===== config.mk =====
export PLATFORM = sky130hd
export DESIGN_NAME = jtag_dma_engine
export DESIGN_NICKNAME = d
export VERILOG_FILES = /design/src/rtl/jtag_dma_engine.sv
export SDC_FILE = /design/constraint.sdc
export NUM_CORES = 1
export LEC_CHECK = 0
export BUFFER_PORTS_ARGS = -buffer_cell sky130_fd_sc_hd__buf_2
export CAP_MARGIN = 20
export CELL_PAD_IN_SITES_DETAIL_PLACEMENT = 0
export CELL_PAD_IN_SITES_GLOBAL_PLACEMENT = 1
export CORE_AREA = 2 2 209 211
export CTS_BUF_LIST = sky130_fd_sc_hd__clkbuf_4
export CTS_CLUSTER_SIZE = 14
export DETAILED_ROUTE_END_ITERATION = 12
export DIE_AREA = 0 0 211 213
export GPL_TIMING_DRIVEN = 0
export PLACE_DENSITY_LB_ADDON = 0.15
export SETUP_SLACK_MARGIN = 0.1
export SLEW_MARGIN = 0
export SYNTH_ARGS = -nofsm -noshare
export SYNTH_HDL_FRONTEND = slang
export SYNTH_SLANG_ARGS = --single-unit

===== constraint.sdc =====
create_clock -name system_clk -period 4.45 [get_ports system_clk]
set_input_delay 0.445 -clock system_clk [delete_from_list [all_inputs] [get_ports system_clk]]
set_output_delay 0.445 -clock system_clk [all_outputs]
set_load 0.05 [all_outputs]

===== src/rtl/jtag_dma_engine.sv =====
// System-clock DMA engine behind JTAG chain1: moves word blocks between the
// ping-pong buffer and the system bus in bursts of at most MAX_BURST words.
module jtag_dma_engine #(
  parameter int unsigned BUF_AW    = 9,
  parameter int unsigned MAX_BURST = 16
) (
  input  logic              system_clk,
  input  logic              system_reset,
  input  logic              dma_launch_read,
  input  logic              dma_launch_write,
  input  logic [31:0]       dma_address,
  input  logic [3:0]        dma_byte_enable,
  input  logic [7:0]        dma_burst_size,
  input  logic [7:0]        dma_block_size,
  output logic              dma_busy,
  output logic              dma_done,
  output logic              dma_error,
  output logic              switch_ready,
  output logic [BUF_AW-1:0] pp_address,
  output logic              pp_write_enable,
  output logic [31:0]       pp_data_in,
  input  logic [31:0]       pp_data_out,
  output logic              bus_request,
  input  logic              bus_grant,
  output logic              bus_begin_transaction,
  output logic [31:0]       bus_address_data_out,
  output logic [3:0]        bus_byte_enables,
  output logic [7:0]        bus_burst_size,
  output logic              bus_read_n_write,
  output logic              bus_data_valid_out,
  output logic              bus_end_transaction_out,
  input  logic              bus_busy_in,
  input  logic              bus_data_valid_in,
  input  logic [31:0]       bus_address_data_in,
  input  logic              bus_end_transaction_in,
  input  logic              bus_error_in
);

  localparam int unsigned CW = $clog2(MAX_BURST + 1);

  typedef enum logic [3:0] {
    S_IDLE, S_REQ, S_BEGIN, S_WDATA, S_RDATA, S_WEND, S_NEXT, S_ERR, S_DONE
  } state_t;

  state_t            state_q;
  logic [31:0]       addr_q;
  logic [3:0]        be_q;
  logic [7:0]        bsz_q;
  logic [7:0]        remaining_q;
  logic              is_read_q;
  logic [BUF_AW-1:0] pp_base_q;
  logic [BUF_AW-1:0] pp_address_q;
  logic [CW-1:0]     cnt_q;
  logic [CW-1:0]     len_q;
  logic [CW-1:0]     len_d;
  logic [8:0]        want_len;
  logic [31:0]       skid_q;
  logic              skid_vld_q;
  logic              bus_active;

  logic        dma_busy_q, dma_done_q, dma_error_q, switch_ready_q;
  logic        pp_we_q;
  logic [31:0] pp_data_in_q;
  logic        bus_request_q, bus_begin_q, bus_rnw_q, bus_dv_q, bus_end_q;
  logic [31:0] bus_ad_q;
  logic [3:0]  bus_be_q;
  logic [7:0]  bus_burst_q;

  // Words in the next burst: min(preferred, MAX_BURST, remaining)
  always_comb begin
    want_len = 9'(bsz_q) + 9'd1;
    if (want_len > 9'(MAX_BURST))   want_len = 9'(MAX_BURST);
    if (want_len > 9'(remaining_q)) want_len = 9'(remaining_q);
    len_d = CW'(want_len);
  end

  assign bus_active = state_q inside {S_REQ, S_BEGIN, S_WDATA, S_RDATA, S_WEND};

  // Write beats keep the buffer address two words ahead of the beat on the bus;
  // a stall parks the in-flight word in skid_q so no beat is lost.
  always_ff @(posedge system_clk) begin
    if (system_reset) begin
      state_q        <= S_IDLE;
      addr_q         <= '0;
      be_q           <= '0;
      bsz_q          <= '0;
      remaining_q    <= '0;
      is_read_q      <= 1'b0;
      pp_base_q      <= '0;
      pp_address_q   <= '0;
      cnt_q          <= '0;
      len_q          <= '0;
      skid_q         <= '0;
      skid_vld_q     <= 1'b0;
      dma_busy_q     <= 1'b0;
      dma_done_q     <= 1'b0;
      dma_error_q    <= 1'b0;
      switch_ready_q <= 1'b1;
      pp_we_q        <= 1'b0;
      pp_data_in_q   <= '0;
      bus_request_q  <= 1'b0;
      bus_begin_q    <= 1'b0;
      bus_ad_q       <= '0;
      bus_be_q       <= '0;
      bus_burst_q    <= '0;
      bus_rnw_q      <= 1'b0;
      bus_dv_q       <= 1'b0;
      bus_end_q      <= 1'b0;
    end else begin
      dma_done_q  <= 1'b0;
      pp_we_q     <= 1'b0;
      bus_begin_q <= 1'b0;
      bus_end_q   <= 1'b0;
      if (bus_error_in && bus_active) begin
        state_q       <= S_ERR;
        dma_error_q   <= 1'b1;
        bus_request_q <= 1'b0;
        bus_ad_q      <= '0;
        bus_be_q      <= '0;
        bus_burst_q   <= '0;
        bus_rnw_q     <= 1'b0;
        bus_dv_q      <= 1'b0;
        skid_vld_q    <= 1'b0;
      end else begin
        case (state_q)
          S_IDLE: begin
            if (dma_launch_read || dma_launch_write) begin
              is_read_q      <= dma_launch_read;
              addr_q         <= dma_address;
              be_q           <= dma_byte_enable;
              bsz_q          <= dma_burst_size;
              remaining_q    <= dma_block_size;
              pp_base_q      <= '0;
              pp_address_q   <= '0;
              dma_error_q    <= 1'b0;
              switch_ready_q <= 1'b0;
              if (dma_block_size == 8'd0) begin
                dma_done_q <= 1'b1;
                state_q    <= S_DONE;
              end else begin
                dma_busy_q    <= 1'b1;
                bus_request_q <= 1'b1;
                state_q       <= S_REQ;
              end
            end
          end
          S_REQ: begin
            if (bus_grant) begin
              bus_request_q <= 1'b0;
              bus_begin_q   <= 1'b1;
              bus_ad_q      <= {addr_q[31:2], 2'b00};
              bus_be_q      <= be_q;
              bus_burst_q   <= 8'(len_d) - 8'd1;
              bus_rnw_q     <= is_read_q;
              len_q         <= len_d;
              cnt_q         <= '0;
              skid_vld_q    <= 1'b0;
              pp_address_q  <= pp_address_q + BUF_AW'(1);
              state_q       <= S_BEGIN;
            end
          end
          S_BEGIN: begin
            if (is_read_q) begin
              bus_ad_q <= '0;
              bus_be_q <= '0;
              state_q  <= S_RDATA;
            end else begin
              bus_ad_q     <= pp_data_out;
              bus_dv_q     <= 1'b1;
              pp_address_q <= pp_address_q + BUF_AW'(1);
              state_q      <= S_WDATA;
            end
          end
          S_WDATA: begin
            if (!bus_busy_in) begin
              cnt_q <= cnt_q + CW'(1);
              if (cnt_q + CW'(1) == len_q) begin
                bus_dv_q  <= 1'b0;
                bus_ad_q  <= '0;
                bus_be_q  <= '0;
                bus_end_q <= 1'b1;
                state_q   <= S_WEND;
              end else begin
                bus_ad_q     <= skid_vld_q ? skid_q : pp_data_out;
                skid_vld_q   <= 1'b0;
                pp_address_q <= pp_address_q + BUF_AW'(1);
              end
            end else if (!skid_vld_q) begin
              skid_q     <= pp_data_out;
              skid_vld_q <= 1'b1;
            end
          end
          S_RDATA: begin
            if (bus_data_valid_in && (cnt_q != len_q)) begin
              pp_we_q      <= 1'b1;
              pp_data_in_q <= bus_address_data_in;
              pp_address_q <= pp_base_q + BUF_AW'(cnt_q);
              cnt_q        <= cnt_q + CW'(1);
            end
            if (bus_end_transaction_in) state_q <= S_WEND;
          end
          S_WEND: begin
            bus_rnw_q   <= 1'b0;
            bus_burst_q <= '0;
            state_q     <= S_NEXT;
          end
          // Early-ended bursts resume from the first word not yet moved
          S_NEXT: begin
            remaining_q  <= remaining_q - 8'(cnt_q);
            addr_q       <= addr_q + (32'(cnt_q) << 2);
            pp_base_q    <= pp_base_q + BUF_AW'(cnt_q);
            pp_address_q <= pp_base_q + BUF_AW'(cnt_q);
            if (remaining_q == 8'(cnt_q)) begin
              dma_done_q <= 1'b1;
              dma_busy_q <= 1'b0;
              state_q    <= S_DONE;
            end else begin
              bus_request_q <= 1'b1;
              state_q       <= S_REQ;
            end
          end
          S_ERR: begin
            dma_done_q <= 1'b1;
            dma_busy_q <= 1'b0;
            state_q    <= S_DONE;
          end
          S_DONE: begin
            switch_ready_q <= 1'b1;
            state_q        <= S_IDLE;
          end
          default: state_q <= S_IDLE;
        endcase
      end
    end
  end

  assign dma_busy                = dma_busy_q;
  assign dma_done                = dma_done_q;
  assign dma_error               = dma_error_q;
  assign switch_ready            = switch_ready_q;
  assign pp_address              = pp_address_q;
  assign pp_write_enable         = pp_we_q;
  assign pp_data_in              = pp_data_in_q;
  assign bus_request             = bus_request_q;
  assign bus_begin_transaction   = bus_begin_q;
  assign bus_address_data_out    = bus_ad_q;
  assign bus_byte_enables        = bus_be_q;
  assign bus_burst_size          = bus_burst_q;
  assign bus_read_n_write        = bus_rnw_q;
  assign bus_data_valid_out      = bus_dv_q;
  assign bus_end_transaction_out = bus_end_q;

endmodule


### Yosys cells after proc, flatten, opt, wreduce, memory -nomap -nowiden

Cells that the tools add are included.

| word-level totals | value |
|---|---|
| register bits after elaboration | 204 |
| input port bits | 125 |
| output and inout port bits | 95 |
| logic and storage cells | 177 |

| cells by class | value |
|---|---|
| add/subtract/negate cells | 7 |
| magnitude comparators | 2 |
| equal/unequal tests | 29 |
| multiplexer cells | 68 |
| bitwise gates (word level) | 4 |
| reduce and logical (&&, ||, !) cells | 40 |

Operators by type and width:

| kind | count |
|---|---|
| $mux W32 | 6 |
| $pmux W32 S3 | 1 |
| $pmux W32 S2 | 1 |
| $mux W9 | 7 |
| $pmux W9 S6 | 1 |
| $mux W4 | 11 |
| $add A32 B7 Y32 | 1 |
| $pmux W4 S8 | 1 |
| $pmux W8 S2 | 2 |
| $reduce_and A5 Y1 | 6 |
| $reduce_and A3 Y1 | 8 |
| $mux W1 | 20 |
| $mux W5 | 4 |
| $ne A2 B2 Y1 const B | 10 |
| $pmux W9 S2 | 1 |
| $eq A4 B3 Y1 const B | 4 |
| $mux W8 | 2 |
| $pmux W5 S3 | 1 |
| $reduce_bool A2 Y1 | 7 |
| $pmux W4 S3 | 1 |
| $reduce_bool A3 Y1 | 4 |
| $add A8 B1 Y9 const B | 1 |
| $add A9 B1 Y9 const B | 1 |
| $add A9 B5 Y9 | 1 |
| 31 further kinds | 48 |

### Longest topological paths before layout

| logic depth | value |
|---|---|
| word-level depth | 8 |
| gate-level depth with buffers | 19 |
| gate-level depth less buffers | 18 |

### Worst setup path before layout

OpenSTA, ideal clock, no wires.

| timing path | value |
|---|---|
| path type | register to register |
| start point | register bsz_q[0] |
| end point | register bus_burst_q[2] (netlist: bus_burst_size[2]) |
| library setup time | 0.059 ns |
| data arrival time | 4.441 ns |
| required time | 4.391 ns |
| setup slack | -0.050 ns |
| cell stages (with the launch flop) | 19 |
| path buffers | 1 |
| cell sequence | dfxtp_1 ha_1 or4b_4 a22oi_1 and2_1 ha_1 nor2b_1 o21ai_0 nand2b_1 maj3_1 a2111oi_2 or2_1 buf_6 mux2_4 ha_1 or3_1 a2bb2oi_1 nor2_1 nand2_1 |

| on the way | value |
|---|---|
| cells in the longest elaborated chain, start to end | 8 |

Ends and longest elaborated chain:

| element | RTL line | RTL |
|---|---|---|
| start: declaration | 48 | `logic [7:0] bsz_q;` |
| start signal: assignment | 131 | `bsz_q <= dma_burst_size;` |
| $add A8 B1 Y9 (*) | 71 | `want_len = 9'(bsz_q) + 9'd1;` |
| $gt A9 B5 Y1 | 72 | `if (want_len > 9'(MAX_BURST)) want_len = 9'(MAX_BURST);` |
| $mux W9 (*) | 72 |  |
| $gt A9 B8 Y1 | 73 | `if (want_len > 9'(remaining_q)) want_len = 9'(remaining_q);` |
| $mux W5 (*) | 73 |  |
| $sub A5 B1 Y6 (*) | 153 | `bus_burst_q <= 8'(len_d) - 8'd1;` |
| $mux W8 (*) | 148 | `if (bus_grant) begin` |
| $pmux W8 S2 (*) | 125 | `case (state_q)` |
| end signal: assignment | 153 |  |
| end: declaration | 67 | `logic [7:0] bus_burst_q;` |

Mark *: on every way between the ends. The rest lies on a longest branch, timed or not. The select of a mux whose other input is x is not followed.
A chain may end at the register's enable or synchronous reset.

### Final worst setup path

Ends and elaborated chain as after synthesis.

==> results by group <==
Outcome
  – Status: complete, no violations

Routing
  – Drt pass-1 iters: 7
  – WL met2: 19,900 µm
  – Iter 0 DRT Violations: 711
  – Vias: 10,378
  – Top routing layer used: met4
  – Vias per cell: 4.87
  – Wire per inst: 19.6 µm
  – ANT nets after route: 0
  – Final WL: 41,800 µm
  – Wire length on met1: 19,200 µm
  – DR DRC count: 0
  – Routed met3 length: 2110 µm

Global routing
  – GR Util All Layers: 18.4%
  – Pin count of the biggest net entering global routing: 18
  – Vias in the first global route: 10,043
  – Remaining global-route overflow: 0
  – First-pass GRT wire length: 62,100 µm
  – Initial antenna violation count: 3

STA
  – Peak Freq: 241 MHz
  – Final setup viols: 0
  – Setup TNS: 0 ns
  – Final worst setup slack: 0.308 ns
  – Worst-margin pin slew: 0.931 ns
  – Rel. slew slack: 37.9%
  – Final Hold Fails: 0
  – Hold Slack: 0.0537 ns
  – RSZ-0062 raised after global routing: no
  – Final min period: 4.14 ns
  – Fin Clk Skew: 0.0373 ns
  – Fin. max-slew vios: 0
  – Fin crit share: 93.1%

Power and ir drop
  – Leak: 4.99 nW
  – Internal power: 3.75 mW
  – Part of the power in the clock network: 14.4%
  – Logic pwr share: 52.5%
  – Reg power frac: 33.2%
  – PwrDens: 572 mW/mm²
  – Sw Share: 49.0%
  – Sw Pwr: 3.60 mW
  – Maximum vdd drop: 271 µV

Clock tree
  – CTS sink cnt: 200
  – Clk buf depth: 2
  – Root Buffer: clkbuf_4
  – Clk Latency, worst-skew pair: 0.66 ns
  – Worst-path clk slew: 0.19 ns
  – H-Tree Depth: 4
  – Total CTS buffers: 17
  – TritonCTS clock tree: done

Yosys
  – Post-Synthesis Cells: 1,233
  – Post-synth EDFFs: 0
  – #FFs+latches synth: 200
  – Synth unique cells: 72
  – Leading area contributor after synthesis: dfxtp_1
  – Synth top area cells: dfxtp_1 (41%), nand2_1 (8.5%), a21oi_1 (8.1%), nor2_1 (3.6%), ha_1 (3.3%)
  – Sequential fraction of the synthesis area: 41.1%
  – Async SR Flop Fraction: 0%
  – Mapped Area: 0.00975 mm²
  – Synth Warn #: 0
  – Mean area per synthesized cell: 7.91 µm²
  – Area share of the largest cell type after synthesis: 41.1%
  – Most used DFF post-synth: dfxtp_1

Cells and area
  – Layout cells sized above 1: 18.1%
  – Nets: 1,723
  – Fin area: 0.0129 mm²
  – Layout Cells excl Fill: 2,133
  – # fillers: 4,611
  – P&R area growth vs syn: 32.0%

Setup path
  – CP Capture Type: flop
  – Critical path class: reg -> reg
  – WP data required: 5.05 ns
  – Critical path arrival: 4.74 ns
  – Worst Path Max Fanout: 6
  – Startpoint type of the worst setup path: flop

Job
  – Max-Cap Viols: 0

Floorplan
  – # rows: 76
  – CORE AREA: 0.0427 mm²
  – Die height: 213 µm
  – Die ar.: 0.0449 mm²
  – Die span in x: 211 µm
  – Initial core utilization: 22.8%
  – I/O pins: 220

Worst hold path
  – Min-delay worst type: in -> reg

Placed design
  – Routability Congestion: 0.834
  – Cell total after placement: 2,001
  – Placed Instance Area: 0.0116 mm²
  – Setup WS pre-CTS: -0.374 ns
  – Hpwl dp: 31,700 µm
  – Port bufs: 216
==> cells by family (layout without fill, tap and decap cells) <==
kind of cell | Yosys count | count (layout) | share of synthesized area (%)
AOI/OAI and AO/OA | 395 | 395 | 25.6
xor gates and xnor gates | 26 | 26 | 2.33
adders and majority gates | 30 | 30 | 4.05
buffers and inverters | 108 | 455 | 4.31
DFF | 200 | 200 | 41.1
muxes | 6 | 6 | 0.667
other | 1 | 8 | 0.0384
and+or+nand+nor | 467 | 467 | 22.0
==> power groups by stage <==
stage	clock [mW]	combinational, mW	sequential [mW]
final	1.06	3.86	2.44
after floorplan	0	1.99	2.90
after global placement	0	3.65	2.47
after global routing	1.15	4.23	2.49
after detailed placement	0	3.67	2.47
after CTS	1.10	3.82	2.43
==> layout by cell type, fill, tap and decap left out, types with 10 or more instances in the layout <==
cell	n
a211oi_1	14
a21oi_1	157
a222oi_1	31
a22oi_1	14
a311oi_1	10
a31oi_1	16
and2_1	11
and3_1	11
buf_2	216
buf_4	13
clkbuf_1	80
clkbuf_4	18
dfxtp_1	195
dlygate4sd3_1	85
ha_1	24
inv_1	25
nand2_1	220
nand2b_1	15
nand3_1	18
nor2_1	92
nor2b_1	10
nor3_1	30
o21ai_0	52
o21ai_1	32
xnor2_1	17
==> state kept, by name (all words and copies together) (netlist names), 6 cells and up <==
name and cells:
remaining_q 8, bsz_q 8, pp_base_q 9, skid_q 32, pp_address 9, bus_address_data_out 32, bus_burst_size 6, addr_q 30
pp_data_in 32
==> cell usage after synthesis, types with 4 or more instances <==
library cell,number
or4_1,5
nor2b_1,10
dfxtp_1,200
o21ai_0,53
a21oi_1,158
nand2_1,220
nor2_1,93
inv_1,25
o21a_1,7
and3_1,11
xnor2_1,17
o21ai_1,31
a31oi_1,16
or3_1,9
nand2b_1,15
a311oi_1,10
a21o_1,8
nand3_1,18
o211ai_1,9
a221oi_1,4
a222oi_1,31
a211oi_1,14
a22oi_1,15
nor4_1,6
o22ai_1,6
a2111oi_0,5
nor3b_1,5
nor3_1,31
ha_1,26
xor2_1,9
clkbuf_1,80
mux2i_1,5
and2_1,12
nand4_1,9
or2_1,5
==> metrics by stage <==
step / total power, mW / util [%]
global route: 7.87 / 30.1
finish: 7.36 / 30.1
CTS: 7.35 / 30.0
floorplan: 4.89 / -
detailed placement: 6.14 / 27.2
global placement: 6.12 / 27.0
==> layer usage <==
layer | vias up | global-route usage, %
met5 | - | 0
met4 | 0 | 5.27
met3 | 32 | 2.87
met2 | 274 | 30.5
met1 | 4941 | 24.8
li1 | 5131 | -
==> cell type report <==
cell class                      instances  area (µm²)  share of cell area (%)
Clock buffer                           17         128                   0.992
Multi-Input combinational cell        927        5420                    42.1
Tap cell                              546         683                    5.31
Buffer                                 83         327                    2.54
Timing Repair Buffer                  315        2050                    15.9
Inverter                               25        93.8                   0.729
Antenna cell                            5        12.5                  0.0972
Clock inverter                         15         150                    1.17
Sequential cell                       200        4010                    31.2
==> repair_timing <==
item / CTS / global route
cloned: 0 / 0
endpoints found under the setup margin: 2 / 2
pin swaps: 4 / 5
resized for setup: 10 / 9
setup buffers: 5 / 4
hold endpoints to repair: 85 / 0
hold buffers: 85 / 0
==> worst max-delay path: stages (launching register included) <==
cell and delay (ns):
dfxtp_4 0.39, ha_2 0.21, or4b_4 0.51, a22oi_2 0.18, and2_4 0.19, ha_1 0.23, nor2b_1 0.13, o21ai_1 0.12
nand2b_1 0.07, maj3_2 0.32, a2111oi_4 0.34, or2_1 0.17, buf_6 0.12, mux2_4 0.32, ha_4 0.18, or3_1 0.38
a2bb2oi_2 0.12, nor2_1 0.06, nand2_1 0.07
==> worst paths after layout <==
| path | startpoint | endpoint | slack [ns] | cells past startpoint |
|---|---|---|---|---|
| max | bsz_q[0]$_SDFFE_PP0P_ | bus_burst_size[2]$_SDFFE_PP0P_ | 0.31 | 18 |
| min reg2reg | pp_data_in[20]$_SDFFE_PP0P_ | pp_data_in[20]$_SDFFE_PP0P_ | 0.46 | 2 |
| max reg2reg | bsz_q[0]$_SDFFE_PP0P_ | bus_burst_size[2]$_SDFFE_PP0P_ | 0.31 | 18 |
| min | dma_address[7] | addr_q[7]$_SDFFE_PP0P_ | 0.05 | 3 |
(Power assumes the default switching activity.)
